## src/rtl/nibble_serial_adder_ctrl.sv

```systemverilog
// Nibble-serial add/subtract controller.
// One 4-bit ripple slice is reused over WIDTH/4 cycles, least-significant
// nibble first, with a registered carry linking successive nibbles.
//
// Handshake: start is sampled only in IDLE; an accepted start captures
// a/b/ci/sub, busy is high for the NIB run cycles that follow, and done
// pulses for exactly one cycle with s/co/ovf already valid. s/co/ovf then
// hold until the next done or reset. start outside IDLE is dropped.
module nibble_serial_adder_ctrl #(
    parameter int WIDTH = 16
) (
    input  logic             clk,
    input  logic             rst_n,
    input  logic             start,
    input  logic             sub,
    input  logic [WIDTH-1:0] a,
    input  logic [WIDTH-1:0] b,
    input  logic             ci,
    output logic             busy,
    output logic             done,
    output logic [WIDTH-1:0] s,
    output logic             co,
    output logic             ovf
);

    localparam int NIB = WIDTH / 4;
    localparam int CW  = (NIB > 1) ? $clog2(NIB) : 1;
    localparam logic [CW-1:0] LAST = CW'(NIB - 1);
    localparam int MSB = WIDTH - 1;

    typedef enum logic [1:0] {
        IDLE = 2'd0,
        RUN  = 2'd1,
        DONE = 2'd2
    } state_t;

    state_t           state;
    state_t           state_next;
    logic [CW-1:0]    cnt;
    logic             carry_reg;
    logic [WIDTH-1:0] a_reg;
    logic [WIDTH-1:0] b_reg;
    logic [WIDTH-1:0] work;
    logic [WIDTH-1:0] work_next;
    logic [CW+1:0]    base;
    logic [4:0]       nib_sum;
    logic             ovf_next;

    // State register.
    always_ff @(posedge clk) begin
        if (!rst_n) begin
            state <= IDLE;
        end else begin
            state <= state_next;
        end
    end

    // Next-state decode; busy and done are decoded straight from the state.
    always_comb begin
        state_next = state;
        busy       = 1'b0;
        done       = 1'b0;
        case (state)
            IDLE: begin
                if (start) state_next = RUN;
            end
            RUN: begin
                busy = 1'b1;
                if (cnt == LAST) state_next = DONE;
            end
            DONE: begin
                done       = 1'b1;
                state_next = IDLE;
            end
            default: state_next = IDLE;
        endcase
    end

    // The single 4-bit slice plus the work word with the current nibble merged,
    // so the final nibble can be registered straight into s on DONE entry.
    always_comb begin
        base      = {cnt, 2'b00};
        nib_sum   = {1'b0, a_reg[base +: 4]} + {1'b0, b_reg[base +: 4]} + {4'b0000, carry_reg};
        work_next = work;
        work_next[base +: 4] = nib_sum[3:0];
        ovf_next  = (a_reg[MSB] == b_reg[MSB]) && (work_next[MSB] != a_reg[MSB]);
    end

    // Operand capture, nibble sequencing and result registers.
    always_ff @(posedge clk) begin
        if (!rst_n) begin
            cnt       <= '0;
            carry_reg <= 1'b0;
            a_reg     <= '0;
            b_reg     <= '0;
            work      <= '0;
            s         <= '0;
            co        <= 1'b0;
            ovf       <= 1'b0;
        end else begin
            case (state)
                IDLE: begin
                    if (start) begin
                        a_reg     <= a;
                        b_reg     <= sub ? ~b : b;
                        carry_reg <= sub ? 1'b1 : ci;
                        cnt       <= '0;
                    end
                end
                RUN: begin
                    work      <= work_next;
                    carry_reg <= nib_sum[4];
                    cnt       <= cnt + 1'b1;
                    if (cnt == LAST) begin
                        s   <= work_next;
                        co  <= nib_sum[4];
                        ovf <= ovf_next;
                    end
                end
                default: begin
                end
            endcase
        end
    end

endmodule

```

## config.mk

```make
export PLATFORM = sky130hd
export DESIGN_NAME = nibble_serial_adder_ctrl
export DESIGN_NICKNAME = d
export VERILOG_FILES = /design/src/rtl/nibble_serial_adder_ctrl.sv
export SDC_FILE = /design/constraint.sdc
export NUM_CORES = 1
export LEC_CHECK = 0
export BUFFER_PORTS_ARGS = -buffer_cell sky130_fd_sc_hd__buf_4
export CAP_MARGIN = 0
export CORE_UTILIZATION = 40
export CTS_CLUSTER_DIAMETER = 60
export CTS_CLUSTER_SIZE = 20
export DETAILED_ROUTE_END_ITERATION = 6
export MAX_ROUTING_LAYER = met4
export SYNTH_ARGS = -nofsm -noshare
export SYNTH_HDL_FRONTEND = slang
export SYNTH_SLANG_ARGS = --single-unit
```

## constraint.sdc

```tcl
create_clock -name clk -period 3.8 [get_ports clk]
set_input_delay 0.57 -clock clk [delete_from_list [all_inputs] [get_ports clk]]
set_output_delay 0.57 -clock clk [all_outputs]
set_load 0.05 [all_outputs]
```

==> metrics.cfg <==
[floorplanning]
fp.dieArea_mm2=0.00880
fp.dieH_um=93.8
die_w_um=93.8
rows=33
core-area_mm2=0.00818
start_util_pct=41.2
ios=57

[setup_path]
r2r-start=cnt[0]
reg2reg_slack_ns=1.06
rr_worst_depth=9
critPathKind=flip-flop to flip-flop
crit_required_ns=4.06
endpoint=s[9]
path_max_fanout=8
crit_arrival_ns=3.00
endpoint_kind=flip-flop
worstReg2RegEnd=s[9]
start_kind=flip-flop
startpoint=cnt[0]

[outcome]
outcome=finished clean

[detailed_routing]
wirelength_um=7030
vias=2619
ant_nets=0
drc=0
dr.pass1.iters=4
wl_per_cell_um=13.6
first_iter_violations=116
avgViaCountPerCell=5.06

[timing]
fin_tns_setup_ns=0
min_period_ns=2.74
max_freq_ghz=0.365
worstMarginPinSlew_ns=0.857
finalMaxSlewViolations=0
worst_slew_margin_rel_pct=42.8
period_share_pct=72.1
fin_skew_ns=0.00848
setup_viol=0
hold_violations=0
grt_setup_unrepaired=false

[global_route]
grt_max_degree=72
first_global_vias=2503
track_usage_pct=17.9
grt-ovfl-total=0
grt_antenna_before_repair=0
grt_pass1_wl_um=12000

[power]
swShare_pct=26.3
power.leakage_nw=1.97
ir_drop_v=0.000140
pwr-share-comb_pct=15.9
p_per_area_mw_per_mm2=407
clkPwrFrac_pct=34.5
power.switching_mw=0.430
p_total_mw=1.64
p_int_mw=1.21
seqPwrFrac_pct=49.7

[synthesis]
ys_seq_elements=71
yosysWarnings=0
syn_avg_cell_area_um2=9.23
synth_nets=413
seq_area_frac_synth_pct=42.2
syn_inst=365
yosysUniqueCellTypes=35
syn_area_mm2=0.00337

[cts]
cts.clk_slew.worst_paths_ns=0.07
worst_skew_pair.late_latency_ns=0.34
ctsResizeCount=0
cts_root_buf=clkbuf_8
numCtsBuffers=9
cts_tree=done
postCtsHoldBufs=0
max-clock-path-buffers=2
clock-sinks=71
htree_levels=3
cts_setup_buffers=0

[final_layout]
layout-drive-gt1-share_pct=20.3
diodes=0
syn2layout_area_growth_pct=19.2
nNetsFinal=457

[placed_design]
hpwl_um=4790
portBuffers=56
gp_congestion=0.768

[run]
drv_cap=0

[worst_hold_path]
hold_path.class=flip-flop to flip-flop

[Yosys cell counts, drive strengths merged]
| master | number | area (um2) |
|---|---|---|
| and4b | 1 | 10.0 |
| ha | 9 | 113 |
| a32oi | 2 | 17.5 |
| nor3b | 5 | 37.5 |
| nand2 | 77 | 289 |
| inv | 13 | 48.8 |
| nand3 | 2 | 10.0 |
| a22oi | 1 | 7.51 |
| a31oi | 1 | 6.26 |
| o21ai | 11 | 55.1 |
| o211a | 35 | 350 |
| or3 | 1 | 6.26 |
| buf | 9 | 42.5 |
| nor2b | 12 | 75.1 |
| and3 | 1 | 6.26 |
| nand2b | 2 | 12.5 |
| fa | 2 | 40.0 |
| nor3 | 4 | 20.0 |
| and2 | 2 | 12.5 |
| and4bb | 2 | 25.0 |
| o2bb2ai | 2 | 17.5 |
| a221oi | 1 | 8.76 |
| mux2i | 1 | 10.0 |
| o21a | 2 | 15.0 |
| dfxtp | 71 | 1420 |
| a21o | 2 | 15.0 |
| xnor2 | 18 | 158 |
| nor2 | 15 | 56.3 |
| clkbuf | 17 | 63.8 |
| a21oi | 17 | 96.4 |
| mux4 | 8 | 180 |
| and2b | 1 | 8.76 |
| a21boi | 18 | 135 |
[power by group through the flow]
stage               combinational, mW  clock (mW)  sequential (mW)
floorplan                       0.194           0            0.820
global placement                0.258           0            0.830
detailed placement              0.262           0            0.830
CTS                             0.263       0.583            0.813
global route                    0.292       0.610            0.819
finish                          0.260       0.564            0.813
[routing by layer]
| metal | vias to the layer above | track usage [%] | wire length (um) |
|---|---|---|---|
| met2 | 52 | 26.4 | 3050 |
| li1 | 1341 | - | - |
| met1 | 1215 | 24.7 | 3580 |
| met5 | - | - | 0 |
| met4 | 0 | 7.31 | 116 |
| met3 | 11 | 2.59 | 279 |
[through the flow]
stage	hold slack [ns]	instances	setup WS, ns	cell area, um2	utilization, %
2_1_floorplan	0.440	365	1.12	3370	-
3_5_place_dp	0.459	503	1.02	3840	47.0
3_3_place_gp	0.451	503	1.07	3840	47.0
6_report	0.465	518	1.06	4020	49.1
4_1_cts	0.469	518	1.00	4020	49.1
5_1_grt	0.494	518	0.668	4020	49.1
[worst min-delay path by stage]
stage                         start        end  slack [ns]  cells past startpoint
after floorplan           a_reg[10]  a_reg[10]        0.44                      2
after global placement    a_reg[13]  a_reg[13]        0.45                      2
after detailed placement   a_reg[9]   a_reg[9]        0.46                      2
after CTS                  a_reg[9]   a_reg[9]        0.47                      2
after global routing           a[5]   a_reg[5]        0.49                      3
final                      a_reg[9]   a_reg[9]        0.46                      2
[cells in the final DEF, fill, tap and decap left out, drive strengths merged]
master,synthesis,layout
a221oi,1,1
a21boi,18,18
nand3,2,2
and3,1,1
fa,2,2
clkinvlp,0,1
mux2i,1,1
inv,13,13
a21o,2,2
xnor2,18,18
o21a,2,2
a32oi,2,2
and4bb,2,2
and4b,1,1
nor3,4,4
a31oi,1,1
and2b,1,1
bufinv,0,1
and2,2,2
a22oi,1,1
nor2b,12,12
nor2,15,15
clkinv,0,2
buf,9,59
o2bb2ai,2,2
o211a,35,35
nand2,77,77
a21oi,17,17
o21ai,11,11
mux4,8,8
nand2b,2,2
clkbuf,17,11
nor3b,5,5
or3,1,1
dfxtp,71,71
ha,9,9
[critical path: stages (launching register included)]
cell and delay (ns):
dfxtp_1 0.61, mux4_2 0.58, fa_1 0.43, inv_1 0.08
fa_1 0.40, inv_1 0.14, nand2_1 0.06, o21ai_0 0.12
nor2_1 0.08, nor3b_1 0.16
[cell type report]
cell class                      count  area [um2]
Fill cell                         828        4160
Multi-Input combinational cell    255        1790
Sequential cell                    71        1420
Timing Repair Buffer               59         443
Clock buffer                       11         131
Tap cell                          105         131
Inverter                           13        48.8
Clock inverter                      4        47.5
[cells by family (layout without fill, tap and decap cells)]
logic type      after synthesis  in the layout  share of synthesized area (%)
simple gates                125            125                           16.9
xor+xnor                     18             18                           4.68
mux                           9              9                           5.64
buf+inv                      39             87                           4.60
flops                        71             71                           42.2
compound gates               92             92                           21.5
fa+ha+maj                    11             11                           4.53
Note: power is estimated with default switching activity, not from simulation.
